`config.mk`:
```
export PLATFORM = sky130hd
export DESIGN_NAME = lfsr_box_picker
export DESIGN_NICKNAME = d
export VERILOG_FILES = /design/src/rtl/lfsr_box_picker.sv
export SDC_FILE = /design/constraint.sdc
export NUM_CORES = 1
export LEC_CHECK = 0
export CAP_MARGIN = 30
export CORE_MARGIN = 8
export CORE_UTILIZATION = 25
export DETAILED_ROUTE_END_ITERATION = 10
export PLACE_DENSITY_LB_ADDON = 0.2
export SYNTH_ARGS = -nofsm -noshare
export SYNTH_HDL_FRONTEND = slang
export SYNTH_SLANG_ARGS = --single-unit
```
`constraint.sdc`:
```
create_clock -name CLOCK_50 -period 1.2 [get_ports CLOCK_50]
set_input_delay 0.24 -clock CLOCK_50 [delete_from_list [all_inputs] [get_ports CLOCK_50]]
set_output_delay 0.24 -clock CLOCK_50 [all_outputs]
set_load 0.01 [all_outputs]
```
`src/rtl/lfsr_box_picker.sv`:
```
// rtl/lfsr_box_picker.sv - uniform 1..NUM_BOXES box draw by rejection sampling a free-running Fibonacci LFSR
// Optional feature macro: LFSR_NO_REPEAT_EN (consecutive boxes always differ).
module lfsr_box_picker #(
  parameter int               WIDTH     = 8,
  parameter logic [WIDTH-1:0] TAPS      = WIDTH'(8'hB8),
  parameter logic [WIDTH-1:0] SEED      = WIDTH'(1),
  parameter int               NUM_BOXES = 4,
  parameter int               BOX_W     = 4
) (
  input  logic             CLOCK_50,
  input  logic             reset,
  input  logic             seed_load,
  input  logic [WIDTH-1:0] seed_in,
  input  logic             req,
  output logic [BOX_W-1:0] box,
  output logic             box_valid,
  output logic             busy,
  output logic [WIDTH-1:0] lfsr_state
);

  localparam int CAND_W = $clog2(NUM_BOXES);
  localparam logic [CAND_W:0] NB_CMP = (CAND_W + 1)'(NUM_BOXES);

  typedef enum logic {IDLE, DRAW} state_t;

  state_t            state;
  logic [WIDTH-1:0]  lfsr;
  logic [WIDTH-1:0]  try_cnt;
  logic [CAND_W-1:0] cand;
  logic [BOX_W-1:0]  cand_box;
  logic [BOX_W-1:0]  wrap_box;
  logic              feedback;
  logic              in_range;
  logic              accept;
  logic              fallback;

  assign feedback   = ^(lfsr & TAPS);
  assign cand       = lfsr[CAND_W-1:0];
  assign cand_box   = BOX_W'(cand) + BOX_W'(1);
  assign in_range   = {1'b0, cand} < NB_CMP;
  assign lfsr_state = lfsr;

`ifdef LFSR_NO_REPEAT_EN
  // box==0 never matches cand_box, so the very first draw is unrestricted
  assign accept = in_range && (cand_box != box);
`else
  assign accept = in_range;
`endif

  // Escape hatch after a full LFSR period of rejections; always differs from the current box
  assign fallback = &try_cnt;
  assign wrap_box = (box == BOX_W'(NUM_BOXES)) ? BOX_W'(1) : box + BOX_W'(1);

  always_ff @(posedge CLOCK_50) begin
    if (reset) begin
      lfsr      <= SEED;
      state     <= IDLE;
      try_cnt   <= '0;
      box       <= '0;
      box_valid <= 1'b0;
      busy      <= 1'b0;
    end else begin
      if (seed_load)
        lfsr <= (seed_in == '0) ? SEED : seed_in;
      else
        lfsr <= {lfsr[WIDTH-2:0], feedback};

      box_valid <= 1'b0;

      case (state)
        IDLE: begin
          if (req) begin
            state   <= DRAW;
            busy    <= 1'b1;
            try_cnt <= '0;
          end
        end
        DRAW: begin
          if (fallback) begin
            box       <= wrap_box;
            box_valid <= 1'b1;
            state     <= IDLE;
            busy      <= 1'b0;
          end else if (accept) begin
            box       <= cand_box;
            box_valid <= 1'b1;
            state     <= IDLE;
            busy      <= 1'b0;
          end else begin
            try_cnt <= try_cnt + WIDTH'(1);
          end
        end
        default: begin
          state <= IDLE;
          busy  <= 1'b0;
        end
      endcase
    end
  end

endmodule

```
==> results of run 1 <==
power groups by stage:
| stage | sequential (mW) | clock [mW] | combinational (mW) |
|---|---|---|---|
| final | 0.513 | 0.341 | 0.200 |
| after global routing | 0.518 | 0.375 | 0.220 |
| after CTS | 0.514 | 0.359 | 0.204 |
| after detailed placement | 0.526 | 0 | 0.222 |
| after global placement | 0.525 | 0 | 0.224 |
| after floorplan | 0.539 | 0 | 0.0756 |
sequential cells by signal, summed over array words and instances (netlist names):
register and count:
box 3, busy 1, lfsr_state 8, state 1, box_valid 1
synth_stat cells (all sizes together):
master   count  area [sq um]
dfxtp       14           280
nor2        12          45.0
mux2i        9          90.1
buf          3          23.8
nor3         2          10.0
xor2         2          17.5
a2111oi      1          10.0
a211oi       1          7.51
a21oi        1          5.00
clkbuf       1          3.75
conb         1          3.75
ha           1          12.5
inv          1          3.75
nor2b        1          6.26
nor3b        1          7.51
nor4         1          6.26
xnor2        1          8.76
logic make-up (layout without fill, tap and decap cells):
| kind of cell | count (synthesis) | in the layout | share of synthesized area [%] |
|---|---|---|---|
| and+or+nand+nor | 17 | 17 | 13.9 |
| xor gates and xnor gates | 3 | 3 | 4.85 |
| other | 1 | 1 | 0.692 |
| buffers and inverters | 5 | 37 | 5.77 |
| AOI/OAI and AO/OA | 3 | 3 | 4.16 |
| DFF | 14 | 14 | 51.7 |
| muxes | 9 | 9 | 16.6 |
| adders and majority gates | 1 | 1 | 2.31 |
cell type report:
cell class              instances  area [sq um]
inverters                       1          3.75
flip-flops and latches         14           280
multi-input cells              34           230
repair buffers                 32           284
well taps                      28          35.0
clock buffers                   4          36.3
fillers                       232          1260
timing repair:
item,in CTS,in global routing
setup endpoints to repair,13,0
gates resized for setup,13,0
endpoints found under the hold margin,0,0
per-layer routing:
layer / vias up / share of wire (%) / routed length (microns)
li1: 238 / - / -
met1: 205 / 44 / 593
met2: 14 / 43 / 578
met3: 4 / 8.2 / 109
met4: 0 / 4.0 / 54
met5: - / 0 / 0
worst reg2reg max path, cell delays in order (launching register included):
cell	delay, ns
dfxtp_1	0.32
buf_4	0.14
ha_1	0.28
mux2i_1	0.13
nor2_1	0.05
worst max path at each step:
stage                  startpoint            end  slack [ns]  cells past startpoint
detailed placement     seed_in[5]  lfsr_state[0]       -0.18                      4
CTS                 lfsr_state[7]  lfsr_state[7]        0.04                      1
global route        lfsr_state[1]  lfsr_state[1]       0.005                      1
floorplan           lfsr_state[0]         box[1]        0.27                      3
finish                       busy           busy        0.06                      1
global placement       seed_in[4]  lfsr_state[0]       -0.15                      4
==> reports/results.tsv, run 1 <==
stage	metric	value	unit
grt	grt-ovfl-total	0	
sta	slew_violations	0	
clock_tree	clk_latency	0.28	ns
die	die_x	62.6	microns
grt	grt_pass1_vias	483	
power_and_ir_drop	p_sw	0.257	mW
finish	drive_gt1_share	15.3	%
worst_hold_path	holdPathStages	2	
sta	rsz0062_at_grt	false	
sta	finalHoldViolations	0	
clock_tree	cts_tree	built	
power_and_ir_drop	p_leak	0.420	nW
die	coreArea	2130	sq um
detailed_routing	drt-initial-drc-count	7	
detailed_routing	drc	0	
worst_hold_path	min_from	box[0]	
die	design.portCount	26	
clock_tree	cts_setup_buffers	0	
detailed_routing	wire_per_inst	11.8	microns
detailed_routing	vias	461	
worst_setup_path	worstRegToRegCells	4	
power_and_ir_drop	power_switching_share	24.4	%
job	maxCapViolations	0	
die	start_util	25.5	%
grt	gr-usage-met2	10.3	%
sta	finalWorstSetupSlack	0.0638	ns
synthesis	syn_area	542	sq um
power_and_ir_drop	pwr-share-comb	19.0	%
clock_tree	clock-sinks	14	
grt	track_usage	7.33	%
clock_tree	clkTransAtPathRegs	0.09	ns
synthesis	yosys_warnings	0	
power_and_ir_drop	clockPowerShare	32.4	%
clock_tree	cts.path.max_buffers	2	
synthesis	postSynthCellCount	53	
synthesis	synth_cell_types	19	
sta	fmax	0.880	GHz
outcome	status	finished, final reports clean	
detailed_routing	firstDrtPassIters	4	
worst_hold_path	worstHoldEndpoint	box[0]	
worst_setup_path	r2r-start	lfsr_state[0]	
grt	busiest_layer	met2	
worst_setup_path	crit_chain	dlygate4sd2_1	
worst_setup_path	rr_endpoint	box[1]	
power_and_ir_drop	peakVddDrop	0.000492	V
finish	area_growth	60.5	%
sta	fin_crit	1.14	ns
clock_tree	cts_hold_buffers	0	
power_and_ir_drop	power.internal	0.796	mW
finish	fin_cells	113	
synthesis	ys_seq_area_share	51.7	%
worst_setup_path	end_kind	output pin	
worst_hold_path	hp-class	flip-flop to flip-flop	
clock_tree	cts_made_buffers	3	
finish	final_common_cell	dfxtp_1	
detailed_routing	vias_per_cell	4.08	
grt	grt_max_degree	9	
power_and_ir_drop	power.total	1.05	mW
clock_tree	h-tree-depth	1	
worst_setup_path	crit_arrival	0.90	ns
finish	n_antenna_cell	0	
finish	nNetsFinal	99	
detailed_routing	drtAntennaViolNets	0	
worst_setup_path	slowest_delay	0.35	ns
sta	finalClockSkew	0.00243	ns
placed_design	placedCellCount	109	
grt	grt_util_met3	3.23	%
die	dieArea	3910	sq um
grt	use_met1	8.02	%
placed_design	gp_congestion	0.743	
worst_setup_path	critical_path_class	flip-flop to output pin	
finish	final_core_util	40.9	%
detailed_routing	wl	1340	microns
worst_setup_path	crit_fanout	2	
worst_setup_path	regToRegSetupSlack	0.18	ns
worst_setup_path	worstPathRequired	0.96	ns
synthesis	syn_avg_cell_area	10.2	sq um
clock_tree	cts_root_buf	clkbuf_4	
worst_setup_path	critPathTopFamily	flip-flops	
sta	hold_ws	0.479	ns
sta	setup_viol	0	
placed_design	hpwl	1070	microns
sta	fin_crit_sh	94.7	%
grt	antenna_found_initial	0	
placed_design	dp_slack	-0.181	ns
finish	finalInstanceArea	870	sq um
power_and_ir_drop	p_seq_share	48.7	%
worst_setup_path	cpMaxStageDelayCell	dfxtp_1	
finish	layout_common_cells	dfxtp_1 (14), dlygate4sd2_1 (13), nor2_1 (12), clkdlybuf4s50_1 (11), mux2i_1 (9)	
worst_setup_path	cp_num_buf_inv	1	
die	placementRows	17	
synthesis	ys_ff_latch	14	
placed_design	io_buffers	24	
sta	tns	0	ns
power_and_ir_drop	pwr_density_cell	1210	nW/um^2
synthesis	synth_nets	66	
worst_setup_path	worstSetupStartpointType	flip-flop	
grt	grt_pass1_wl	2290	microns
die	die_y	62.6	microns
placed_design	postPlaceCellArea	850	sq um
No activity file was read; power rests on OpenSTA's default activity.
==> run 2: changes to the inputs <==
Settings changed: CORE_UTILIZATION 25 to 30.
==> reports/results.tsv, run 2 (synthesis results as in run 1) <==
stage	metric	value	unit	change
outcome	status	finished, final reports clean		
grt	use_met1	9.52	%	+1.5 points
grt	busiest_layer	met2		
detailed_routing	wire_per_inst	11.7	microns	-1.0%
sta	slew_violations	0		unchanged
sta	finalHoldViolations	0		unchanged
grt	antenna_found_initial	0		unchanged
finish	nNetsFinal	100		+1.0%
clock_tree	h-tree-depth	1		unchanged
job	maxCapViolations	0		unchanged
clock_tree	cts_hold_buffers	0		unchanged
detailed_routing	vias_per_cell	4.39		+7.5%
die	dieArea	3420	sq um	-13%
die	start_util	31.7	%	+6.3 points
clock_tree	cts_root_buf	clkbuf_4		
detailed_routing	drc	0		unchanged
worst_setup_path	worstSetupPathDepth	1		unchanged
sta	setup_viol	0		unchanged
die	placementRows	15		-2
clock_tree	clock-sinks	14		unchanged
placed_design	io_buffers	24		unchanged
finish	fillerInstances	173		-25%
sta	finalClockSkew	0.000289	ns	-0.00214 ns
placed_design	gp_congestion	0.671		-9.7%
finish	area_growth	61.2	%	
worst_setup_path	crit_arrival	0.90	ns	about the same
worst_setup_path	critical_path_class	flip-flop to output pin		
finish	finalInstanceArea	873	sq um	+0.43%
die	design.portCount	26		unchanged
worst_hold_path	hp-class	flip-flop to flip-flop		
finish	layout_common_cells	dfxtp_1 (14), dlygate4sd2_1 (13), nor2_1 (12), clkdlybuf4s50_1 (11)		
clock_tree	clk_latency	0.27	ns	about the same
detailed_routing	drt-initial-drc-count	7		unchanged
die	coreArea	1710	sq um	-20%
worst_setup_path	worstRegToRegCells	4		unchanged
detailed_routing	firstDrtPassIters	4		unchanged
clock_tree	cts.path.max_buffers	2		unchanged
finish	final_common_cell	dfxtp_1		
finish	n_antenna_cell	0		unchanged
grt	grt_pass1_vias	469		-2.9%
finish	regArea	280	sq um	unchanged
finish	multi_input_area	230	sq um	unchanged
clock_tree	cts_tree	built		
grt	grt_max_degree	9		unchanged
grt	grt_pass1_wl	2080	microns	-9.3%
grt	track_usage	7.92	%	+0.58 points
placed_design	postPlaceCellArea	853	sq um	+0.44%
power_and_ir_drop	peakVddDrop	0.000677	V	+38%
die	die_y	58.5	microns	-6.5%
detailed_routing	vias	487		+5.6%
worst_setup_path	worstPathRequired	0.96	ns	about the same
sta	tns	0	ns	unchanged
worst_setup_path	worstSetupStartpointType	flip-flop		
grt	grt_util_met3	3.04	%	-0.18 points
die	die_x	58.5	microns	-6.5%
grt	grt-ovfl-total	0		unchanged
worst_hold_path	holdPathStages	2		unchanged
worst_setup_path	cp_num_buf_inv	1		unchanged
finish	drive_gt1_share	16.3	%	+0.98 points
detailed_routing	wl	1300	microns	-2.8%
worst_setup_path	cpMaxStageDelayCell	dfxtp_1		
worst_setup_path	crit_chain	dlygate4sd2_1		
clock_tree	cts_made_buffers	3		unchanged
worst_setup_path	critPathTopFamily	flip-flops		
grt	gr-usage-met2	10.9	%	+0.52 points
clock_tree	clkTransAtPathRegs	0.08	ns	about the same
finish	largest_reg_flops	8		unchanged
placed_design	hpwl	1050	microns	-1.3%
worst_setup_path	crit_fanout	2		unchanged
sta	fin_crit	1.14	ns	-0.000362 ns
power_and_ir_drop	p_leak	0.425	nW	+1.1%
worst_setup_path	end_kind	output pin		
sta	fmax	0.880	GHz	about the same
power_and_ir_drop	pwr_density_cell	1200	nW/um^2	-0.75%
detailed_routing	drtAntennaViolNets	0		unchanged
worst_setup_path	slowest_delay	0.35	ns	about the same
clock_tree	post_cts_resized	13		unchanged
sta	fin_crit_sh	94.6	%	about the same
clock_tree	cts_setup_buffers	0		unchanged
sta	rsz0062_at_grt	false		
==> run 2: changes by cell type in the layout (fill, tap and decap cells not counted), sizes merged <==
cell / before / now
buf: 8 / 9
==> run 2: metal layers <==
metal,part of all wire (%),wire length (microns)
met1,46,598
met2,42,545
met3,9.6,124
met4,2.2,29
met5,0,0
==> run 2: power breakdown <==
group / total, mW / internal [mW] / switching [mW]
clock: 0.334 / 0.184 / 0.150
sequential: 0.512 / 0.496 / 0.0164
combinational: 0.204 / 0.118 / 0.0859
==> run 2: through the flow <==
step / total power [mW] / hold slack, ns / util, % / instances / worst slack (ns)
floorplan: 0.615 / 0.312 / - / 53 / 0.274
global placement: 0.749 / 0.470 / 50.0 / 107 / -0.150
detailed placement: 0.750 / 0.474 / 50.0 / 107 / -0.156
CTS: 1.07 / 0.483 / 51.1 / 111 / 0.0436
global route: 1.11 / 0.502 / 51.1 / 111 / 0.00877
finish: 1.05 / 0.484 / 51.1 / 111 / 0.0642
==> run 2: worst min-delay path, stage by stage, from the launching register on <==
cell	delay, ns
dfxtp_1	0.32
nor2_1	0.08
a211oi_1	0.05
==> run 2: layout make-up <==
type	count	area share (%)
repair buffers	33	33.4
flip-flops and latches	14	32.1
multi-input cells	34	26.4
clock buffers	4	4.15
well taps	25	3.58
inverters	1	0.430
==> run 2: final timing paths <==
path,from,end,slack (ns)
max,lfsr_state[7],lfsr_state[7],0.06
min,box[0],box[0],0.48
max reg2reg,lfsr_state[0],box[1],0.18
min reg2reg,box[0],box[0],0.48
